<file path="src/rtl/ctrl_pkg.sv">
// Shared encodings for the multicycle RV32I controller: FSM states, opcodes,
// ALU operation codes and datapath mux selects.
package ctrl_pkg;

  typedef enum logic [3:0] {
    S_FETCH, S_DECODE, S_MEMADR, S_MEMREAD, S_MEMWB, S_MEMWRITE, S_EXECR,
    S_EXECI, S_ALUWB, S_BRANCH, S_JALR_T, S_JAL, S_LUI, S_AUIPC, S_TRAP
  } state_e;

  typedef enum logic [1:0] {
    ALUOP_ADD, ALUOP_SUB, ALUOP_RTYPE, ALUOP_ITYPE
  } alu_op_e;

  localparam logic [6:0] OP_LOAD   = 7'b0000011;
  localparam logic [6:0] OP_STORE  = 7'b0100011;
  localparam logic [6:0] OP_RTYPE  = 7'b0110011;
  localparam logic [6:0] OP_ITYPE  = 7'b0010011;
  localparam logic [6:0] OP_BRANCH = 7'b1100011;
  localparam logic [6:0] OP_JAL    = 7'b1101111;
  localparam logic [6:0] OP_JALR   = 7'b1100111;
  localparam logic [6:0] OP_LUI    = 7'b0110111;
  localparam logic [6:0] OP_AUIPC  = 7'b0010111;

  localparam logic [3:0] ALU_ADD  = 4'b0000;
  localparam logic [3:0] ALU_SUB  = 4'b0001;
  localparam logic [3:0] ALU_AND  = 4'b0010;
  localparam logic [3:0] ALU_OR   = 4'b0011;
  localparam logic [3:0] ALU_XOR  = 4'b0100;
  localparam logic [3:0] ALU_SLT  = 4'b0101;
  localparam logic [3:0] ALU_SLTU = 4'b0110;
  localparam logic [3:0] ALU_SLL  = 4'b0111;
  localparam logic [3:0] ALU_SRL  = 4'b1000;
  localparam logic [3:0] ALU_SRA  = 4'b1001;

  localparam logic [1:0] RES_ALUOUT = 2'b00;
  localparam logic [1:0] RES_DATA   = 2'b01;
  localparam logic [1:0] RES_ALU    = 2'b10;

  localparam logic [1:0] SRCA_PC    = 2'b00;
  localparam logic [1:0] SRCA_OLDPC = 2'b01;
  localparam logic [1:0] SRCA_RS1   = 2'b10;
  localparam logic [1:0] SRCA_ZERO  = 2'b11;

  localparam logic [1:0] SRCB_RS2  = 2'b00;
  localparam logic [1:0] SRCB_IMM  = 2'b01;
  localparam logic [1:0] SRCB_FOUR = 2'b10;

  localparam logic [2:0] IMM_I = 3'b000;
  localparam logic [2:0] IMM_S = 3'b001;
  localparam logic [2:0] IMM_B = 3'b010;
  localparam logic [2:0] IMM_J = 3'b011;
  localparam logic [2:0] IMM_U = 3'b100;

endpackage

</file>
<file path="src/rtl/alu_decoder_ext.sv">
// Maps the controller's ALU op class plus funct3/funct7b5 onto the ALU code.
module alu_decoder_ext
  import ctrl_pkg::*;
#(
  parameter int unsigned ALU_CTRL_W = 4
) (
  input  alu_op_e               alu_op,
  input  logic [2:0]            funct3,
  input  logic                  funct7b5,
  output logic [ALU_CTRL_W-1:0] alu_control
);

  logic [3:0] code;

  always_comb begin
    code = ALU_ADD;
    case (alu_op)
      ALUOP_ADD: code = ALU_ADD;
      ALUOP_SUB: code = ALU_SUB;
      default: begin
        case (funct3)
          // bit 30 of an I-type add is immediate data, so only R-type subtracts
          3'b000:  code = (alu_op == ALUOP_RTYPE && funct7b5) ? ALU_SUB : ALU_ADD;
          3'b001:  code = ALU_SLL;
          3'b010:  code = ALU_SLT;
          3'b011:  code = ALU_SLTU;
          3'b100:  code = ALU_XOR;
          3'b101:  code = funct7b5 ? ALU_SRA : ALU_SRL;
          3'b110:  code = ALU_OR;
          default: code = ALU_AND;
        endcase
      end
    endcase
  end

  assign alu_control = ALU_CTRL_W'(code);

endmodule

</file>
<file path="src/rtl/multicycle_control_unit.sv">
// Multicycle RV32I controller: state register, next-state logic and a
// combinational output decode driving every datapath mux and enable.
module multicycle_control_unit
  import ctrl_pkg::*;
#(
  parameter bit          EN_MEM_WAIT = 1'b1,
  parameter int unsigned ALU_CTRL_W  = 4
) (
  input  logic                  clk,
  input  logic                  reset,
  input  logic [6:0]            op,
  input  logic [2:0]            funct3,
  input  logic                  funct7b5,
  input  logic                  zero,
  input  logic                  lt,
  input  logic                  ltu,
  input  logic                  mem_ready,
  output logic                  mem_req,
  output logic                  pc_write,
  output logic                  adr_src,
  output logic                  ir_write,
  output logic                  mem_write,
  output logic                  reg_write,
  output logic [1:0]            result_src,
  output logic [1:0]            alu_src_a,
  output logic [1:0]            alu_src_b,
  output logic [2:0]            imm_src,
  output logic [ALU_CTRL_W-1:0] alu_control,
  output logic                  illegal
);

  if (ALU_CTRL_W < 4) begin : g_bad_width
    $error("multicycle_control_unit: ALU_CTRL_W must be at least 4");
  end

  state_e  state_q, state_d;
  alu_op_e alu_op;
  logic    ready;
  logic    taken;
  logic    bad_branch;

  assign ready      = EN_MEM_WAIT ? mem_ready : 1'b1;
  assign bad_branch = (funct3 == 3'b010) || (funct3 == 3'b011);

  always_comb begin
    taken = 1'b0;
    case (funct3)
      3'b000:  taken = zero;
      3'b001:  taken = !zero;
      3'b100:  taken = lt;
      3'b101:  taken = !lt;
      3'b110:  taken = ltu;
      3'b111:  taken = !ltu;
      default: taken = 1'b0;
    endcase
  end

  always_ff @(posedge clk) begin
    if (reset) state_q <= S_FETCH;
    else       state_q <= state_d;
  end

  always_comb begin
    state_d = state_q;
    case (state_q)
      S_FETCH:    if (ready) state_d = S_DECODE;
      S_DECODE: begin
        case (op)
          OP_LOAD, OP_STORE: state_d = S_MEMADR;
          OP_RTYPE:          state_d = S_EXECR;
          OP_ITYPE:          state_d = S_EXECI;
          OP_BRANCH:         state_d = S_BRANCH;
          OP_JAL:            state_d = S_JAL;
          OP_JALR:           state_d = S_JALR_T;
          OP_LUI:            state_d = S_LUI;
          OP_AUIPC:          state_d = S_AUIPC;
          default:           state_d = S_TRAP;
        endcase
      end
      S_MEMADR:   state_d = (op == OP_LOAD) ? S_MEMREAD : S_MEMWRITE;
      S_MEMREAD:  if (ready) state_d = S_MEMWB;
      S_MEMWRITE: if (ready) state_d = S_FETCH;
      S_MEMWB:    state_d = S_FETCH;
      S_EXECR,
      S_EXECI:    state_d = S_ALUWB;
      S_ALUWB:    state_d = S_FETCH;
      S_BRANCH:   state_d = bad_branch ? S_TRAP : S_FETCH;
      S_JALR_T:   state_d = S_JAL;
      S_JAL,
      S_LUI,
      S_AUIPC:    state_d = S_ALUWB;
      default:    state_d = S_TRAP;
    endcase
  end

  // Reset gates the decode so no strobe escapes while the state is reloading.
  always_comb begin
    mem_req    = 1'b0;
    pc_write   = 1'b0;
    adr_src    = 1'b0;
    ir_write   = 1'b0;
    mem_write  = 1'b0;
    reg_write  = 1'b0;
    result_src = RES_ALUOUT;
    alu_src_a  = SRCA_PC;
    alu_src_b  = SRCB_RS2;
    imm_src    = IMM_I;
    alu_op     = ALUOP_ADD;
    illegal    = 1'b0;
    if (!reset) begin
      case (state_q)
        S_FETCH: begin
          mem_req   = 1'b1;
          alu_src_b = SRCB_FOUR;
          if (ready) begin
            ir_write   = 1'b1;
            pc_write   = 1'b1;
            result_src = RES_ALU;
          end
        end
        S_DECODE: begin
          alu_src_a = SRCA_OLDPC;
          alu_src_b = SRCB_IMM;
          imm_src   = (op == OP_JAL) ? IMM_J : IMM_B;
        end
        S_MEMADR: begin
          alu_src_a = SRCA_RS1;
          alu_src_b = SRCB_IMM;
          imm_src   = (op == OP_STORE) ? IMM_S : IMM_I;
        end
        S_MEMREAD: begin
          mem_req = 1'b1;
          adr_src = 1'b1;
        end
        S_MEMWRITE: begin
          mem_req   = 1'b1;
          adr_src   = 1'b1;
          mem_write = 1'b1;
        end
        S_MEMWB: begin
          reg_write  = 1'b1;
          result_src = RES_DATA;
        end
        S_EXECR: begin
          alu_src_a = SRCA_RS1;
          alu_op    = ALUOP_RTYPE;
        end
        S_EXECI: begin
          alu_src_a = SRCA_RS1;
          alu_src_b = SRCB_IMM;
          alu_op    = ALUOP_ITYPE;
        end
        S_ALUWB:  reg_write = 1'b1;
        S_BRANCH: begin
          alu_src_a = SRCA_RS1;
          alu_op    = ALUOP_SUB;
          pc_write  = taken && !bad_branch;
        end
        S_JALR_T: begin
          alu_src_a = SRCA_RS1;
          alu_src_b = SRCB_IMM;
        end
        S_JAL: begin
          pc_write  = 1'b1;
          alu_src_a = SRCA_OLDPC;
          alu_src_b = SRCB_FOUR;
        end
        S_LUI: begin
          alu_src_a = SRCA_ZERO;
          alu_src_b = SRCB_IMM;
          imm_src   = IMM_U;
        end
        S_AUIPC: begin
          alu_src_a = SRCA_OLDPC;
          alu_src_b = SRCB_IMM;
          imm_src   = IMM_U;
        end
        default:  illegal = 1'b1;
      endcase
    end
  end

  alu_decoder_ext #(
    .ALU_CTRL_W (ALU_CTRL_W)
  ) u_alu_dec (
    .alu_op      (alu_op),
    .funct3      (funct3),
    .funct7b5    (funct7b5),
    .alu_control (alu_control)
  );

endmodule

</file>
<file path="config.mk">
export PLATFORM = sky130hd
export DESIGN_NAME = multicycle_control_unit
export DESIGN_NICKNAME = d
export VERILOG_FILES = /design/src/rtl/ctrl_pkg.sv /design/src/rtl/alu_decoder_ext.sv /design/src/rtl/multicycle_control_unit.sv
export SDC_FILE = /design/constraint.sdc
export NUM_CORES = 1
export LEC_CHECK = 0
export CAP_MARGIN = 30
export CORE_MARGIN = 2
export CORE_UTILIZATION = 43
export CTS_CLUSTER_SIZE = 30
export DETAILED_ROUTE_END_ITERATION = 8
export PLACE_DENSITY_LB_ADDON = 0.2
export SYNTH_ARGS = -nofsm -noshare
export SYNTH_HDL_FRONTEND = slang
export SYNTH_SLANG_ARGS = --single-unit
</file>
<file path="constraint.sdc">
create_clock -name clk -period 2.1 [get_ports clk]
set_clock_uncertainty 0.05 [all_clocks]
set_input_delay 0.315 -clock clk [delete_from_list [all_inputs] [get_ports clk]]
set_output_delay 0.315 -clock clk [all_outputs]
set_load 0.01 [all_outputs]
</file>
; Word level (Yosys, flattened, before mapping)
; Index checks and enable logic that the tools add are counted.
; W data, S select, Z words.
[op_classes]
n_reduce_logical = 22
eq_ne = 34
n_mux = 40
[op_table]
columns = op, count
row1 = $pmux W4 S9, 1
row2 = $pmux W4 S8, 1
row3 = $pmux W4 S7, 1
row4 = $eq A4 B4 Y1 const B, 6
row5 = $eq A7 B6 Y1 const B, 3
row6 = $eq A7 B7 Y1 const B, 3
row7 = $mux W1, 18
row8 = $eq A4 B3 Y1 const B, 4
row9 = $mux W4, 4
row10 = $eq A7 B5 Y1 const B, 2
row11 = $reduce_or A14 Y1, 1
row12 = $eq A3 B3 Y1 const B, 4
row13 = $pmux W2 S3, 2
row14 = $mux W2, 5
row15 = $reduce_or A2 Y1, 5
row16 = $reduce_or A5 Y1, 2
row17 = $pmux W3 S3, 1
row18 = $eq A4 B2 Y1 const B, 2
row19 = $pmux W2 S2, 2
row20 = $pmux W4 S2, 1
row21 = $eq A7 B2 Y1 const B, 1
row22 = $eq A3 B2 Y1 const B, 2
row23 = $mux W3, 2
row24 = $ne A2 B2 Y1 const B, 3
row25 = other kinds (15), 20
[word_totals]
input_bits = 17
wordCells = 97
output_inout_bits = 20
ff_bits = 4

; Longest topological paths before layout
[logic_depth]
depth_word = 8
ltp_mapped = 6
depth_no_buf = 4

; Hierarchy
; From an unflattened synthesis, not the netlist that was laid out.
[unflattened]
cells_unflattened = 132
area_unflattened_um2 = 898.4
[by_module_without_submodules]
columns = mod, area_per_inst_um2, cells_each, n_inst
row1 = multicycle_control_unit, 817.0, 119, 1
row2 = alu_decoder_ext, 81.3, 13, 1

; Least setup slack after synthesis
; OpenSTA, ideal clock, no wires.
[synth_path]
kind = register to output
start = register state_q[3]
end = output imm_src[0]
stages_incl_launch_ff = 6
required_time_ns = 1.735
path_slack_ns = 0.238
arrival_time_ns = 1.497
n_path_buf = 1
cell_sequence = dfxtp_1 -> or4b_4 -> buf_6 -> nor3_4 -> a41oi_1 -> nor3_1
[synth_between]
elab_chain_len = 4
elab_cells_between_ends = 7
classes_between = 4 x eq/ne / 2 x mux / 1 x reduce/logical
[synth_lines]
columns = item, line
row1 = from (decl), multicycle_control_unit.sv:36  ; state_e state_q, state_d;
row2 = from (signal assigned), multicycle_control_unit.sv:60  ; else state_q <= state_d;
row3 = $eq A4 B4 Y1, multicycle_control_unit.sv:111  ; case (state_q)
row4 = $reduce_or A2 Y1 (no line), n/a
row5 = $pmux W3 S3 *, multicycle_control_unit.sv:111
row6 = $mux W3 *, multicycle_control_unit.sv:110  ; if (!reset) begin
row7 = to (decl), multicycle_control_unit.sv:27  ; output logic [2:0] imm_src,
; Every way passes the cells marked *; elsewhere a longest branch is shown, timed or not.

; Worst setup path after layout
[layout_path]
start = register state_q[1]
end = output alu_src_b[0]
[layout_between]
elab_chain_len = 4
elab_cells_between_ends = 12
classes_between = 7 x eq/ne / 2 x mux / 3 x reduce/logical
[layout_lines]
columns = item, line
row1 = $eq A4 B3 Y1 (tied with other cells), multicycle_control_unit.sv:111
row2 = $reduce_or A6 Y1 (no line) / $reduce_or A2 Y1 (equally long branches), n/a
row3 = $pmux W2 S2 *, multicycle_control_unit.sv:111
row4 = $mux W2 *, multicycle_control_unit.sv:110
row5 = to (decl), multicycle_control_unit.sv:26  ; output logic [1:0] alu_src_b,
; Marked as above.

==> results.sh <==
export IMPL_globalRouteOverflowTotal=0
export IMPL_synth_warnings=0
export IMPL_relSlewSlack_pct=74.9
export IMPL_dpl_hpwl_um=2190
export IMPL_largest_registers="state_q x4"
export IMPL_cp_start_kind="flip-flop"
export IMPL_syn_area_um2=923
export IMPL_gp_congestion=0.911
export IMPL_cts_root_buf="clkbuf_4"
export IMPL_synth_net_count=152
export IMPL_p_per_area_mw_per_mm2=913
export IMPL_synth_seq_cells=4
export IMPL_fmax_mhz=472
export IMPL_dpl_cell_area_mm2=0.00148
export IMPL_detail_route_antenna_nets=0
export IMPL_ioPinCount=37
export IMPL_syn_area_per_cell_um2=6.84
export IMPL_intPower_w=0.000770
export IMPL_synthArstFlopShare_pct=0
export IMPL_vias_per_cell=5.78
export IMPL_cp_end_kind="output pin"
export IMPL_startpoint="state_q[1]$_SDFFE_PP0P_"
export IMPL_worst_path_buf_inv=3
export IMPL_peakVddDrop_mv=0.506
export IMPL_syn_inst=135
export IMPL_status="complete, but fails checks"
export IMPL_maxSlewViolCount=0
export IMPL_area_delta_synth_final_pct=71.0
export IMPL_n_fill_cell=143
export IMPL_crit_chain="buf_6, xnor2_1, buf_4, nand3b_1, a21oi_1, dlygate4sd2_1"
export IMPL_rsz0062_at_grt="yes"
export IMPL_cts_sinks=4
export IMPL_yosys_area_top_type_share_pct=8.67
export IMPL_fin_crit_sh_pct=101
export IMPL_wl_um=3390
export IMPL_clock_path_buffers=2
export IMPL_diodes=0
export IMPL_drc=0
export IMPL_crit_fanout=13
export IMPL_initial_utilization_pct=46.1
export IMPL_r2r_start="state_q[3]$_SDFFE_PP0P_"
export IMPL_swShare_pct=46.6
export IMPL_cts_tree="done"
export IMPL_worst_pin_slew_ns=0.367
export IMPL_setup_viol_count_final=1
export IMPL_holdCritStartpoint="state_q[3]$_SDFFE_PP0P_"
export IMPL_largest_reg_flops=4
export IMPL_cts_max_level=1
export IMPL_design_area_mm2=0.00158
export IMPL_rows=16
export IMPL_crit_arrival_ns=1.76
export IMPL_drt_pass1_iterations=4
export IMPL_worst_path_max_delay_cell="dfxtp_1"
export IMPL_die_height_um=50.3
export IMPL_hold_path_class="flip-flop to flip-flop"
export IMPL_finalHoldViolCount=0
export IMPL_p_seq_share_pct=10.1
export IMPL_die_w_um=50.3
export IMPL_via_count=1312
export IMPL_max_flop_register="state_q"
export IMPL_holdWs_ns=0.765
export IMPL_synth_cell_types=52
export IMPL_grt_pass1_wl_um=5350
export IMPL_cts_hold_buf=0
export IMPL_fin_ws_ns=-0.0202
export IMPL_ys_flop_type="dfxtp_1"
export IMPL_postLayoutCoreUtil_pct=78.9
export IMPL_wire_per_inst_um=15.0
export IMPL_dieArea_mm2=0.00253
export IMPL_numPortBuffers=36
export IMPL_p_sw_w=0.000673
export IMPL_cts_clk_slew_worst_paths_ns=0.04
export IMPL_grt_antenna_before_repair=0
export IMPL_combPwrFrac_pct=83.0
export IMPL_min_period_ns=2.12
export IMPL_synth_edff_count=0
export IMPL_crit_family="buffers and inverters"
export IMPL_numCtsBuffers=3
export IMPL_p_clk_share_pct=6.9
export IMPL_grt_max_degree=23
export IMPL_violations="setup timing"
export IMPL_layout_drive_gt1_share_pct=31.0
export IMPL_worstSetupPathType="flip-flop to output pin"
export IMPL_yosysSeqAreaShare_pct=8.67
export IMPL_cpPeakStageDelay_ns=0.34
export IMPL_track_usage_pct=27.1
export IMPL_tns_ns=-0.0202
export IMPL_yosysTopAreaCell="dfxtp_1"
export IMPL_nNetsFinal=219
export IMPL_critPathRequiredTime_ns=1.74
export IMPL_p_leak_nw=0.736
export IMPL_drv_cap=0
export IMPL_drtIter0Drc=46
export IMPL_clk_latency_ns=0.24
export IMPL_synth_area_top_cells="dfxtp_1 (8.7%), o21ai_0 (6.5%), a21oi_1 (6.0%)"
export IMPL_grt_pass1_vias=1279
export IMPL_coreArea_mm2=0.00200
[synth_stat cells (all sizes together) (5+ instances only)]
cell type / number
nor2b: 5
o21ai: 12
xnor2: 6
nor2: 11
a21oi: 11
buf: 6
inv: 5
clkbuf: 6
nand3b: 5
nand2: 5
nor3: 9
[layout make-up]
cell class	instances	area, um^2	share of cell area (%)
well taps	27	33.8	2.14
repair buffers	74	632	40.0
clock buffers	3	22.5	1.43
flip-flops and latches	4	82.6	5.23
inverters	5	18.8	1.19
multi-input cells	114	790	50.0
[timing repair]
item | CTS | global route
cloned | 1 | 0
buffers inserted | 5 | 3
resized for setup | 38 | 13
setup endpoints to repair | 20 | 8
pin swaps | 2 | 0
[power by group through the flow]
stage               sequential [W]  clock [W]  combinational (W)
floorplan                 0.000134          0           0.000654
global placement          0.000129          0            0.00108
detailed placement        0.000130          0            0.00110
CTS                       0.000139  0.0000989            0.00113
global route              0.000151   0.000102            0.00130
finish                    0.000146  0.0000991            0.00120
[path summary, 6_finish.rpt]
path | to | slack, ns | cells past startpoint
worst min register to register | state_q[1]$_SDFFE_PP0P_ | 0.76 | 3
worst max register to register | state_q[1]$_SDFFE_PP0P_ | 0.19 | 7
worst max-delay path | alu_src_b[0] | -0.02 | 6
worst min-delay path | state_q[1]$_SDFFE_PP0P_ | 0.76 | 3
[cell usage in the layout (no fill, tap or decap), types with 2 or more instances in the layout]
cell             synthesis  final
buf_6                    1      3
o21ai_0                 12      9
nor3_1                   8      7
dfxtp_1                  4      2
nand2b_1                 4      4
nand2_1                  5      5
a41oi_1                  2      2
nand3_1                  2      2
a21oi_1                 11     10
buf_4                    1     33
nand3b_1                 5      5
a2111oi_0                2      2
nor4_1                   3      3
dlygate4sd2_1            0     12
inv_1                    5      5
mux2i_1                  2      2
dlymetal6s2s_1           0      2
clkbuf_2                 0      3
buf_2                    3      3
or3b_2                   3      2
nor2b_1                  5      4
or3_1                    2      2
clkbuf_4                 0      3
clkdlybuf4s50_1          0     16
dfxtp_2                  0      2
nor2_1                  11     11
a31oi_1                  2      2
o21ai_1                  0      3
and3b_1                  2      2
xnor2_1                  6      6
[metrics by stage]
stage | cells | total power, W | setup WS, ns
floorplan | 135 | 0.000787 | 0.238
global placement | 215 | 0.00120 | -0.359
detailed placement | 215 | 0.00123 | -0.378
CTS | 224 | 0.00137 | -0.00471
global route | 227 | 0.00155 | -0.0747
finish | 227 | 0.00144 | -0.0202
[cell families after synthesis]
family                 Yosys count  synth area share (%)
AND/OR/NAND/NOR                 64                  44.3
AO/OA/AOI/OAI                   41                  29.7
buffers and inverters           17                  8.54
XOR/XNOR                         7                  6.64
flip-flops                       4                  8.67
multiplexers                     2                  2.17
[metal layers]
metal	vias to the layer above	part of all wire, %	track usage (%)	routed length [um]
li1	633	-	-	-
met5	-	0	0	0
met3	18	5.4	3.87	182
met4	0	3.3	14.4	113
met1	599	42	30.1	1430
met2	62	49	49.1	1670
[tightest hold or removal path, cell delays in order, from the launching register on]
cell	delay [ns]
dfxtp_2	0.33
buf_4	0.17
a21oi_1	0.15
a31oi_1	0.11
(Power assumes the default switching activity.)
